### config.mk
export PLATFORM = sky130hd
export DESIGN_NAME = dds_nco_ctrl_flat
export DESIGN_NICKNAME = d
export VERILOG_FILES = /design/src/rtl/dds_nco_ctrl_if.sv /design/src/rtl/dds_nco_ctrl.sv /design/src/flat_wrapper.sv
export SDC_FILE = /design/constraint.sdc
export NUM_CORES = 1
export LEC_CHECK = 0
export CORE_UTILIZATION = 30
export DETAILED_ROUTE_END_ITERATION = 10
export PLACE_DENSITY = 0.56
export SETUP_SLACK_MARGIN = 0.5
export SYNTH_ARGS = -nofsm -noshare
export SYNTH_HDL_FRONTEND = slang
export SYNTH_SLANG_ARGS = --single-unit
export TNS_END_PERCENT = 10
### constraint.sdc
create_clock -name CLK -period 4.6 [get_ports CLK]
set_clock_uncertainty 0.15 [all_clocks]
set_input_delay 0.46 -clock CLK [delete_from_list [all_inputs] [get_ports CLK]]
set_output_delay 0.46 -clock CLK [all_outputs]
set_load 0.05 [all_outputs]
### src/rtl/dds_nco_ctrl_if.sv
// dds_nco_ctrl_if: NCO control/sample bus.
//   CE     sample enable (accumulator and pipeline advance only when high)
//   WE     register write strobe, independent of CE
//   A      register address (0 FREQ shadow, 1 POFF shadow, 2 commit, 3 clear acc)
//   DATA   register write data, PHASE_W bits
//   SINE   signed sine sample, OUT_W bits
//   COSINE signed cosine sample, OUT_W bits
//   VALID  sample derived from a real phase
// The master modport is the controller/testbench side, the slave modport is the NCO.
interface dds_nco_ctrl_if #(
  parameter int PHASE_W = 27,
  parameter int OUT_W   = 10
);
  logic               CE;
  logic               WE;
  logic [4:0]         A;
  logic [PHASE_W-1:0] DATA;
  logic [OUT_W-1:0]   SINE;
  logic [OUT_W-1:0]   COSINE;
  logic               VALID;

  modport master (output CE, WE, A, DATA, input SINE, COSINE, VALID);
  modport slave  (input CE, WE, A, DATA, output SINE, COSINE, VALID);
endinterface

### src/rtl/dds_nco_ctrl.sv
// dds_nco_ctrl: quadrature NCO with shadowed frequency/phase registers.
// Ports:
//   CLK  sample clock (single domain)
//   RST  synchronous active-high reset, priority over WE and CE
//   bus  dds_nco_ctrl_if.slave: CE, WE, A, DATA in; SINE, COSINE, VALID out
// Phase accumulator -> S1 phase+offset -> S2 dual quarter-wave LUT read
// -> S3 sign/select into the output registers. Only the top LUT_AW+2 phase
// bits are kept after S1; the rest are truncated.
module dds_nco_ctrl #(
  parameter int          PHASE_W   = 27,
  parameter int          OUT_W     = 10,
  parameter int          LUT_AW    = 8,
  parameter int unsigned FREQ_INIT = 1253655
) (
  input logic           CLK,
  input logic           RST,
  dds_nco_ctrl_if.slave bus
);

  localparam int                 LUT_N    = 2 ** LUT_AW;
  localparam logic [PHASE_W-1:0] FREQ_RST = PHASE_W'(FREQ_INIT);

  // Quarter-wave entry k sampled at the bin centre, so L[k] and L[~k] form
  // an exact sine/cosine pair without a duplicated zero or peak entry.
  function automatic logic [OUT_W-1:0] lut_entry(input int k);
    real amp;
    real ang;
    amp = real'((2 ** (OUT_W - 1)) - 1);
    ang = 3.14159265358979323846 / 2.0 * (real'(k) + 0.5) / real'(LUT_N);
    return OUT_W'($rtoi(amp * $sin(ang) + 0.5));
  endfunction

  logic [OUT_W-1:0] lut [LUT_N];

  for (genvar k = 0; k < LUT_N; k++) begin : g_lut
    assign lut[k] = lut_entry(k);
  end

  logic [PHASE_W-1:0] acc_q, acc_d;
  logic [PHASE_W-1:0] freq_sh_q, freq_sh_d;
  logic [PHASE_W-1:0] poff_sh_q, poff_sh_d;
  logic [PHASE_W-1:0] freq_act_q, freq_act_d;
  logic [PHASE_W-1:0] poff_act_q, poff_act_d;
  logic [LUT_AW+1:0]  ph_q, ph_d;
  logic [1:0]         quad_q, quad_d;
  logic [OUT_W-1:0]   lut_a_q, lut_a_d;
  logic [OUT_W-1:0]   lut_b_q, lut_b_d;
  logic [OUT_W-1:0]   sine_q, sine_d;
  logic [OUT_W-1:0]   cosine_q, cosine_d;
  logic [2:0]         vld_q, vld_d;

  logic [LUT_AW-1:0]  idx;
  assign idx = ph_q[LUT_AW-1:0];

  always_comb begin
    acc_d      = acc_q;
    freq_sh_d  = freq_sh_q;
    poff_sh_d  = poff_sh_q;
    freq_act_d = freq_act_q;
    poff_act_d = poff_act_q;
    ph_d       = ph_q;
    quad_d     = quad_q;
    lut_a_d    = lut_a_q;
    lut_b_d    = lut_b_q;
    sine_d     = sine_q;
    cosine_d   = cosine_q;
    vld_d      = vld_q;

    if (bus.CE) begin
      acc_d   = acc_q + freq_act_q;
      ph_d    = (LUT_AW+2)'((acc_q + poff_act_q) >> (PHASE_W - LUT_AW - 2));
      quad_d  = ph_q[LUT_AW+1:LUT_AW];
      lut_a_d = lut[idx];
      lut_b_d = lut[~idx];
      case (quad_q)
        2'd0:    begin sine_d =  lut_a_q; cosine_d =  lut_b_q; end
        2'd1:    begin sine_d =  lut_b_q; cosine_d = -lut_a_q; end
        2'd2:    begin sine_d = -lut_a_q; cosine_d = -lut_b_q; end
        default: begin sine_d = -lut_b_q; cosine_d =  lut_a_q; end
      endcase
      vld_d = {vld_q[1:0], 1'b1};
    end

    if (bus.WE) begin
      case (bus.A)
        5'd0: freq_sh_d = bus.DATA;
        5'd1: poff_sh_d = bus.DATA;
        5'd2: begin
          freq_act_d = freq_sh_q;
          poff_act_d = poff_sh_q;
        end
        5'd3: acc_d = '0;  // overrides the CE increment on the same edge
        default: ;
      endcase
    end
  end

  always_ff @(posedge CLK) begin
    if (RST) begin
      acc_q      <= '0;
      freq_sh_q  <= FREQ_RST;
      poff_sh_q  <= '0;
      freq_act_q <= FREQ_RST;
      poff_act_q <= '0;
      ph_q       <= '0;
      quad_q     <= '0;
      lut_a_q    <= '0;
      lut_b_q    <= '0;
      sine_q     <= '0;
      cosine_q   <= '0;
      vld_q      <= '0;
    end else begin
      acc_q      <= acc_d;
      freq_sh_q  <= freq_sh_d;
      poff_sh_q  <= poff_sh_d;
      freq_act_q <= freq_act_d;
      poff_act_q <= poff_act_d;
      ph_q       <= ph_d;
      quad_q     <= quad_d;
      lut_a_q    <= lut_a_d;
      lut_b_q    <= lut_b_d;
      sine_q     <= sine_d;
      cosine_q   <= cosine_d;
      vld_q      <= vld_d;
    end
  end

  assign bus.SINE   = sine_q;
  assign bus.COSINE = cosine_q;
  assign bus.VALID  = vld_q[2];

endmodule

### src/flat_wrapper.sv
// flat-port wrapper written by rule: the top's interface ports become plain ports
module dds_nco_ctrl_flat 
#(
  parameter int          PHASE_W   = 27,
  parameter int          OUT_W     = 10,
  parameter int          LUT_AW    = 8,
  parameter int unsigned FREQ_INIT = 1253655
)
  (CLK, RST, bus_CE, bus_WE, bus_A, bus_DATA, bus_SINE, bus_COSINE, bus_VALID);
  dds_nco_ctrl_if #(.PHASE_W(PHASE_W), .OUT_W(OUT_W)) bus_i ();
  input logic CLK;
  input logic RST;
  input wire logic [$bits(bus_i.CE)-1:0] bus_CE;
  input wire logic [$bits(bus_i.WE)-1:0] bus_WE;
  input wire logic [$bits(bus_i.A)-1:0] bus_A;
  input wire logic [$bits(bus_i.DATA)-1:0] bus_DATA;
  output wire logic [$bits(bus_i.SINE)-1:0] bus_SINE;
  output wire logic [$bits(bus_i.COSINE)-1:0] bus_COSINE;
  output wire logic [$bits(bus_i.VALID)-1:0] bus_VALID;
  assign bus_i.CE = bus_CE;
  assign bus_i.WE = bus_WE;
  assign bus_i.A = bus_A;
  assign bus_i.DATA = bus_DATA;
  assign bus_SINE = bus_i.SINE;
  assign bus_COSINE = bus_i.COSINE;
  assign bus_VALID = bus_i.VALID;
  dds_nco_ctrl #(.PHASE_W(PHASE_W), .OUT_W(OUT_W), .LUT_AW(LUT_AW), .FREQ_INIT(FREQ_INIT)) u_core (.CLK(CLK), .RST(RST), .bus(bus_i));
endmodule
; After elaboration in Yosys (flattened, before gate mapping)
; Memories as Yosys holds them, arrays and structs flattened. A register that Yosys moved wholly into a read port is not among the register bits.
; Index checks and enable logic that the tools add are counted.
[word_totals]
reg_bits = 170
rom_bits = 5120
in_bits = 36
word_cells = 34
n_memories = 2
[mem_list]
columns = name, words, word_bits, read_ports, rd_ports_with_merged_regs, wr, line
row1 = (no name shown), 256, 10, 1, 1, 0, dds_nco_ctrl.sv:74  ; lut_b_d = lut[~idx];
row2 = (no name shown), 256, 10, 1, 1, 0, dds_nco_ctrl.sv:73  ; lut_a_d = lut[idx];
[op_classes]
addsub = 4
n_eq_ne = 5
mux = 5
n_bitwise = 3
reduce_logical = 5
[op_table]
columns = operator, count
row1 = two-way mux 27 bit, 3
row2 = case mux 10 bit (3 select lines), 2
row3 = adder 27 bit, 2
row4 = negation 10 bit, 2
row5 = inverter 8 -> 9 bit, 2
row6 = "== test 5 x 2 -> 1 bit, second input constant", 2
row7 = inverter 8 bit, 1
row8 = AND reduction 2 bit, 3
row9 = "== test 5 x 1 -> 1 bit, second input constant", 1
row10 = zero test 5 bit, 1
row11 = "== test 2 x 1 -> 1 bit, second input constant", 1
row12 = "== test 2 bit, second input constant", 1
row13 = zero test 2 bit, 1

; Depth between registers and ports, before layout
; Gate-level depths: netlist of run 1.
[depth]
ltp_word = 4
mapped_depth = 14

; Worst setup path before layout of run 1
; OpenSTA, ideal clock, no wires.
[synth_timing]
path_kind = reg-to-reg
startpoint = register u_core.ph_q[1]
endpoint = register u_core.lut_a_q[3]
setup_ps = 132
t_arrival_ps = 2734
slack_ps = 1584
stages_incl_launch_ff = 14
n_path_buf = 3
period_less_slack_ps = 3016
cell_sequence = dfxtp_1 > buf_2 > inv_1 > clkbuf_1 > ha_1 > buf_2 > nor2_1 > a21oi_1 > mux4_2 > nand3_1 > o31ai_1 > or4_1 > nand3_1 > a21oi_1
[synth_via]
elab_chain_cells = 1
[synth_lines]
columns = item, line
row1 = "start, declared", dds_nco_ctrl.sv:44  ; logic [LUT_AW+1:0] ph_q, ph_d;
row2 = "start signal, assigned", dds_nco_ctrl.sv:118  ; ph_q <= ph_d;
row3 = inverter 8 -> 9 bit (implied by the code), dds_nco_ctrl.sv:73
row4 = "end, declared", dds_nco_ctrl.sv:46  ; logic [OUT_W-1:0] lut_a_q, lut_a_d;
; Every way passes these cells.
; A chain may end at the register's enable or synchronous reset.

; Worst setup path in the final report of run 1
[layout_timing]
startpoint = register u_core.ph_q[3]
endpoint = register u_core.lut_a_q[4]
; The elaborated chain is that of the path after synthesis.

==> results.cfg, run 1 <==
[outcome]
outcome = completed

[layout]
insertedDiodeCount = 0
area_growth_pct = 9.758
layout.nets = 1924
drive_gt1_frac = 0.06598
postLayoutCellArea_um2 = 15000

[worst_setup_path]
slowest_delay_ns = 0.72
critPathArrivalTime_ns = 3.57
crit_chain = inv_1, nor2_1, a21oi_1, mux4_2, o21ai_0, o211a_1, nor3_1
cp_max_fo = 54
cpMaxStageDelayCell = dfxtp_4
crit_type = reg -> reg
startpoint_type = flop
crit_required_ns = 4.76
end_kind = flop

[sta]
fmax_mhz = 293.3
fin_crit_ns = 3.409
setup_tns_ns = 0
hold_viol = 0
hold_slack_ns = 0.2025
grt_setup_unrepaired = no
tightest_slew_ns = 1.193
final-setup-viol-count = 0
slew-limit-headroom = 0.2049
final.period_utilization = 0.7411
slew_violations = 0

[cts]
clkSlewWorstSetupHoldPaths_ns = 0.09
root_buffer = clkbuf_16
clock-sinks = 188
clock_latency_ns = 0.46
cts_max_level = 4
cts-resized-gates = 0
cts_setup_buffers = 0
cts_buffers = 17
clockBufferDepth = 2
cts_tree = built
cts_hold_buf = 0

[floorplanning]
die_w_um = 215.5
row_count = 77
io-pin-count = 57
die_area_um2 = 46420
die_h_um = 215.5
core_area_um2 = 44610
start_util = 0.3064

[logic_synthesis]
synth_top_family_by_area = compound AO/OA/AOI/OAI gates
synth-compound-area-share = 0.2820
synthCells = 1882
synth.most_common_cell = nand2_1
synthAdderAreaFrac = 0.06188
synth_top_area_frac = 0.2754
synth-simple-area-share = 0.2378
synth_ff_type = dfxtp_1
synth_area_um2 = 13670
ys_ff_latch = 188
seq_area_frac_synth = 0.2754
async_reset_ff_frac = 0
muxShareOfSynthArea = 0.05520
synth_edf_count = 0
synth_xor_area_frac = 0.02307
ys_warn_count = 0
synth_cell_types = 91
ys_top_cells_by_count = nand2_1, a21oi_1, dfxtp_1, nor2_1, o21ai_0
synth.largest_area_cell = dfxtp_1
syn-num-nets = 1985
synthTopCellsByArea = dfxtp_1, nand2_1, a21oi_1
syn_area_per_cell_um2 = 7.263

[detailed_routing]
via_count = 13960
routedWlPerCell_um = 18.84
first_pass_iters = 8
routed_wl_um = 45710
drtIter0Drc = 1618
drc = 0
postRouteAntennaNets = 0
routed_via_density = 5.755

[global_routing]
grt_antenna_before_repair = 0
grt_pass1_wl_um = 72060
grt_max_degree = 105
grt_util_all_layers = 0.1933
grt_overflow = 0
grt_pass1_vias = 12900

[place]
placed_area_um2 = 14430
gp_congestion = 1.044
port_buffers = 56
dp_hpwl_um = 31560

[pwr]
p_sw_frac = 0.3108
power_frac_comb = 0.190
p_leak_nw = 5.471
seq_power_share = 0.437
p_clk_frac = 0.374
powerDensity_nw_per_um2 = 264.8
p_total_mw = 3.972
ir_drop_mv = 0.2055
p_switching_mw = 1.235
p_int_mw = 2.737

[worst_hold_path]
hold_path_class = in -> reg

[job]
maxCapViolCount = 0
[critical path, delay by kind of cell (launching register included)]
family	cells	cell delay [ns]
DFF	1	0.72
AOI/OAI and AO/OA	3	0.65
and+or+nand+nor	2	0.61
buffers and inverters	1	0.59
muxes	1	0.51
[power groups by stage]
stage,clock network [mW],logic [mW],registers [mW]
after global placement,0,0.733,1.77
final,1.48,0.753,1.73
after global routing,1.58,0.820,1.74
after floorplan,0,0.530,1.77
after detailed placement,0,0.736,1.77
after CTS,1.53,0.739,1.73
[cell type report]
type / instances / area [um2]
clock buffers: 19 / 442.9
flip-flops and latches: 188 / 3777
fillers: 4822 / 29600
clock inverters: 13 / 130.1
repair buffers: 82 / 750.7
well taps: 592 / 740.7
multi-input cells: 1497 / 9029
inverters: 35 / 131.4
[state kept, by name (all words and copies together) (netlist names)]
signal	cells
u_core.lut_a_q	9
u_core.poff_sh_q	27
u_core.freq_act_q	27
u_core.lut_b_q	9
u_core.poff_act_q	27
u_core.acc_q	27
u_core.freq_sh_q	27
u_core.bus.COSINE	10
u_core.quad_q	2
u_core.ph_q	10
u_core.vld_q	3
u_core.bus.SINE	10
[cells by family after synthesis]
kind of cell,count (synthesis)
compound gates,621
fa+ha+maj,67
buf+inv,197
flops,188
simple gates,719
mux,54
xor+xnor,36
[through the flow]
step	worst slack, ns	cells	utilization
after CTS	1.292	2426	0.3363
after floorplan	1.584	1882	-
after global routing	1.088	2426	0.3363
after detailed placement	1.300	2394	0.3235
after global placement	1.274	2394	0.3235
final	1.191	2426	0.3363
[placed cells by master (no fill, tap or decap), types with 9 or more instances in the layout]
master / n
a211oi_1: 33
o21a_1: 10
clkbuf_16: 17
o22ai_1: 17
a221oi_1: 9
clkdlybuf4s50_1: 54
a21o_1: 15
xnor2_1: 22
xor2_1: 14
buf_4: 28
nor3_1: 38
nor2_1: 149
mux4_2: 17
nand3b_1: 21
ha_1: 66
o2111ai_1: 10
dfxtp_1: 183
o21ai_0: 118
nand2_1: 353
nor2b_1: 21
o221ai_1: 11
nand3_1: 45
a31oi_1: 20
nand2b_1: 32
a21oi_1: 251
o211ai_1: 23
mux2i_1: 36
inv_1: 33
or2_2: 9
o21bai_1: 10
[metal layers]
| layer | global-route usage | wire length, um | share of wire | up-vias |
|---|---|---|---|---|
| li1 | - | - | - | 6627 |
| met1 | 0.2613 | 20200 | 0.44 | 6539 |
| met2 | 0.2930 | 20010 | 0.44 | 657 |
| met4 | 0.09409 | 1783 | 0.039 | 0 |
| met5 | 0 | 0 | 0 | - |
| met3 | 0.03763 | 3710 | 0.081 | 139 |
[path summary, 6_finish.rpt]
| path | startpoint | endpoint | slack [ns] | depth (start not counted) |
|---|---|---|---|---|
| worst max-delay path | u_core.ph_q[3] | u_core.lut_a_q[4] | 1.19 | 7 |
| worst min register to register | u_core.poff_sh_q[23] | u_core.poff_act_q[23] | 0.30 | 2 |
| worst max register to register | u_core.ph_q[3] | u_core.lut_a_q[4] | 1.19 | 7 |
| worst min-delay path | RST | u_core.ph_q[0] | 0.20 | 2 |
(Power assumes the default switching activity.)
==> run 2, diff against run 1 <==
PLACE_DENSITY = 0.58   (was 0.56)
clock period = 3 ns   (was 4.6 ns; I/O delays follow)
==> run 2 against run 1 <==
Routed wire length up 5.1%. Die area unchanged. Fmax up 31%. Register-to-register slack worse by 0.80 ns. Critical path depth up 2. Clock power up 70%. Largest power group unchanged. Cell count up 3.1%.
==> results.cfg, run 2 (synthesized netlist as in run 1, its figures left out) <==
[outcome]
outcome = completed

[cts]
cts_buffers = 17
clockBufferDepth = 2
clkSlewWorstSetupHoldPaths_ns = 0.08
clock-sinks = 188
cts_tree = built
cts_max_level = 4
cts_hold_buf = 0
clock_latency_ns = 0.47
root_buffer = clkbuf_16

[global_routing]
grt_antenna_before_repair = 0
use_met2 = 0.3174
met1_usage = 0.2792
grt_use_met3 = 0.02960
top_usage_layer = met2
grt_util_all_layers = 0.2026
grt_pass1_wl_um = 75240
grt_max_degree = 109
grt_overflow = 0
grt_pass1_vias = 13430

[floorplanning]
core_area_um2 = 44610
io-pin-count = 57
start_util = 0.3064
die_area_um2 = 46420
die_h_um = 215.5
die_w_um = 215.5
row_count = 77

[layout]
area_growth_pct = 19.60
postLayoutCellArea_um2 = 16350
final_cell_mix = nand2_1, a21oi_1, dfxtp_1
final_cell_count_no_fill = 2500
final_common_cell = nand2_1
drive_gt1_frac = 0.1462
insertedDiodeCount = 0
layout.nets = 1998

[sta]
fin_crit_ns = 2.605
hold_viol = 0
tightest_slew_ns = 1.079
grt_setup_unrepaired = yes
setup_tns_ns = 0
final-setup-viol-count = 0
fmax_mhz = 383.9
final.period_utilization = 0.8684
slew-limit-headroom = 0.2809
slew_violations = 0

[detailed_routing]
routed_via_density = 5.709
postRouteAntennaNets = 0
routed_wl_um = 48040
drtIter0Drc = 1299
via_count = 14270
drc = 0
routedWlPerCell_um = 19.22
first_pass_iters = 5

[worst_setup_path]
crit_type = reg -> reg
cp_max_fo = 28
rrSetupSlack_ns = 0.39
critPathArrivalTime_ns = 2.78
end_kind = flop
startpoint_type = flop
crit_required_ns = 3.18

[place]
dp.cells = 2454
gp_congestion = 1.023
port_buffers = 56
dp_hpwl_um = 34070
placed_area_um2 = 15020

[pwr]
powerDensity_nw_per_um2 = 398.9
ir_drop_mv = 0.4167
p_leak_nw = 6.000

[job]
maxCapViolCount = 0

[worst_hold_path]
hold_path_class = in -> reg
[run 2: per-stage QoR]
stage               hold WS, ns  total power, mW  setup slack [ns]  utilization
detailed placement       0.2945            3.934            0.2004       0.3366
finish                  0.04801            6.521            0.3948       0.3665
global placement         0.2902            3.928            0.2424       0.3366
CTS                     0.01794            6.509            0.4187       0.3589
floorplan                0.2708            3.533            0.4246            -
global route            0.02942            6.789            0.3043       0.3665
[run 2: layout make-up]
class | count | area, um2
Clock buffer | 17 | 425.4
Multi-Input combinational cell | 1497 | 9559
Timing Repair Buffer | 156 | 1459
Fill cell | 4635 | 28260
Sequential cell | 188 | 3799
Inverter | 35 | 137.6
Tap cell | 592 | 740.7
Clock inverter | 15 | 226.5
[run 2: final timing paths]
path / depth (start not counted) / endpoint / start
setup / recovery: 9 / u_core.lut_b_q[3] / u_core.ph_q[3]
hold / removal: 2 / u_core.poff_sh_q[19] / RST
setup reg to reg: 9 / u_core.lut_b_q[3] / u_core.ph_q[3]
hold reg to reg: 2 / u_core.freq_act_q[12] / u_core.freq_sh_q[12]
[run 2: what timing repair did]
action                                  4_1_cts  5_1_grt
gates cloned                                  0        0
pin swaps                                    11       15
endpoints found under the setup margin       30       38
buffers inserted                              9        5
gates resized for setup                      66       55
[run 2: critical path, cell delays in order, from the launching register on]
cell and delay [ns]:
dfxtp_4 0.57, inv_1 0.13, buf_12 0.20, nor2_1 0.30
o21bai_1 0.23, a2111oi_2 0.12, buf_4 0.14, a311oi_1 0.33
o2111a_1 0.24, nor4_1 0.05
[run 2: power by group]
group | internal (mW) | switching [mW]
registers | 2.56 | 0.0856
clock network | 1.36 | 1.16
logic | 0.557 | 0.795
total | 4.48 | 2.05
[run 2: metal layers]
layer / vias up / wire (um)
li1: 6798 / -
met1: 6759 / 21850
met2: 607 / 21390
met5: - / 0
met3: 108 / 3271
met4: 0 / 1528
==> patch (settings of run 2) <==
Remove the case item `2'd1` of the case on `quad_q`.
--- a/src/rtl/dds_nco_ctrl.sv
+++ b/src/rtl/dds_nco_ctrl.sv
@@ -74,7 +74,6 @@
       lut_b_d = lut[~idx];
       case (quad_q)
         2'd0:    begin sine_d =  lut_a_q; cosine_d =  lut_b_q; end
-        2'd1:    begin sine_d =  lut_b_q; cosine_d = -lut_a_q; end
         2'd2:    begin sine_d = -lut_a_q; cosine_d = -lut_b_q; end
         default: begin sine_d = -lut_b_q; cosine_d =  lut_a_q; end
       endcase
Check against the original RTL: same outputs for any inputs over 4 cycles, from zero or initial values and one cycle with RST high; that may be too few to reach the edited logic, so the function may still have changed.
==> patch against run 2 <==
- fmax fell by 8.4%
- design area fell by 5.9%
- sequential share of layout area rose by 1.4 points
- synthesized area fell by 5.8%
- worst setup slack got worse by 240 ps
- wire length fell by 5.8%
- sequential cell count did not move
- power fell by 3.2%
- cell count fell by 4.8%
==> patch: results (changes against run 2) <==
[yosys]
synth.area.top_cells=dfxtp_1, nand2_1, a21oi_1, ha_1, nor2_1  ; was dfxtp_1, nand2_1, a21oi_1, ha_1, o21ai_0
syn_avg_cell_area_sq_um=7.18  ; was 7.26 sq um
synth_cell_types=77  ; was 91
yosys-top-cells-count=nand2_1, a21oi_1, dfxtp_1  ; unchanged

[detailed_routing]
wl_microns=45200  ; was 48000 microns
viasPerCell=5.71  ; about the same
wl_met2_microns=20600  ; was 21400 microns
wl_met1_microns=19900  ; was 21900 microns
drt-initial-drc-count=1342  ; was 1299
wl_per_cell_microns=19.0  ; was 19.2 microns
dr_wl_met3_microns=3290  ; was 3270 microns

[die]
die_w_microns=209  ; was 215 microns

[final_layout]
n_fill_cell=4405  ; was 4635
stdcell_area_sq_um=15400  ; was 16300 sq um
inverters_excl_clock=26  ; was 35
drive_gt1_frac=0.118  ; was 0.146
buffers=166  ; was 156
buf_share=0.100  ; was 0.0892
fin_nets=1930  ; was 1998
nClkBuffers=21  ; was 17

[power_and_ir_drop]
sw_frac_of_total=0.311  ; was 0.314
leakagePower_nw=5.75  ; was 6.00 nW
vdd_drop_max_mv=0.358  ; was 0.417 mV

[timing]
fin_hold_ws_ps=56.7  ; was 48.0 ps
relSlewSlack=0.411  ; was 0.281
period_minus_slack_ps=2840  ; was 2610 ps

[setup_path]
slowest_stage=or4_1  ; was dfxtp_4
critPathMaxFanout=3  ; was 28
critPathArrivalTime_ps=3040  ; was 2780 ps
crit_family=simple AND/OR/NAND/NOR gates  ; was compound AO/OA/AOI/OAI gates

[run_status]
status=finished clean  ; unchanged

[place]
hpwlAfterDp_microns=31500  ; was 34100 microns
place_inst=2326  ; was 2454
dpl_cell_area_sq_um=14300  ; was 15000 sq um
dp_worst_setup_slack_ps=79.4  ; was 200 ps

[global_route]
grt_pass1_vias=12628  ; was 13427
grt.met2_usage=0.325  ; was 0.317
grtUsageMet3=0.0332  ; was 0.0296
grt_max_degree=73  ; was 109
grt_usage=0.203  ; about the same

[worst_hold_path]
min_from=bus_CE  ; was RST

## patch: cell types whose count changed after synthesis, sizes merged, moves of 16 or more
cell          run 2  this run
nor2            152       177
nand3            45        23
a21oi           252       229
nand2           353       369
o21ai           122       104
buf              64        43
## patch: cells by family (layout without fill, tap and decap cells)
kind of cell               Yosys count  in the layout  synth area share
xor gates and xnor gates            49             49            0.0333
and+or+nand+nor                    693            693             0.231
DFF                                188            188             0.292
adders and majority gates           67             67            0.0657
buffers and inverters              178            224            0.0559
AOI/OAI and AO/OA                  571            571             0.282
muxes                               48             48            0.0402
## patch: power by group through the flow
stage	logic [W]	clock network [W]	registers, W
3_5_place_dp	0.00118	0	0.00270
5_1_grt	0.00139	0.00256	0.00265
3_3_place_gp	0.00118	0	0.00269
4_1_cts	0.00120	0.00247	0.00264
6_report	0.00128	0.00240	0.00264
2_1_floorplan	0.000751	0	0.00272
## patch: timing repair
item,CTS,global route
gates resized for setup,6,58
setup endpoints to repair,33,45
gates cloned,0,1
pin swaps,4,25
setup buffers,8,12
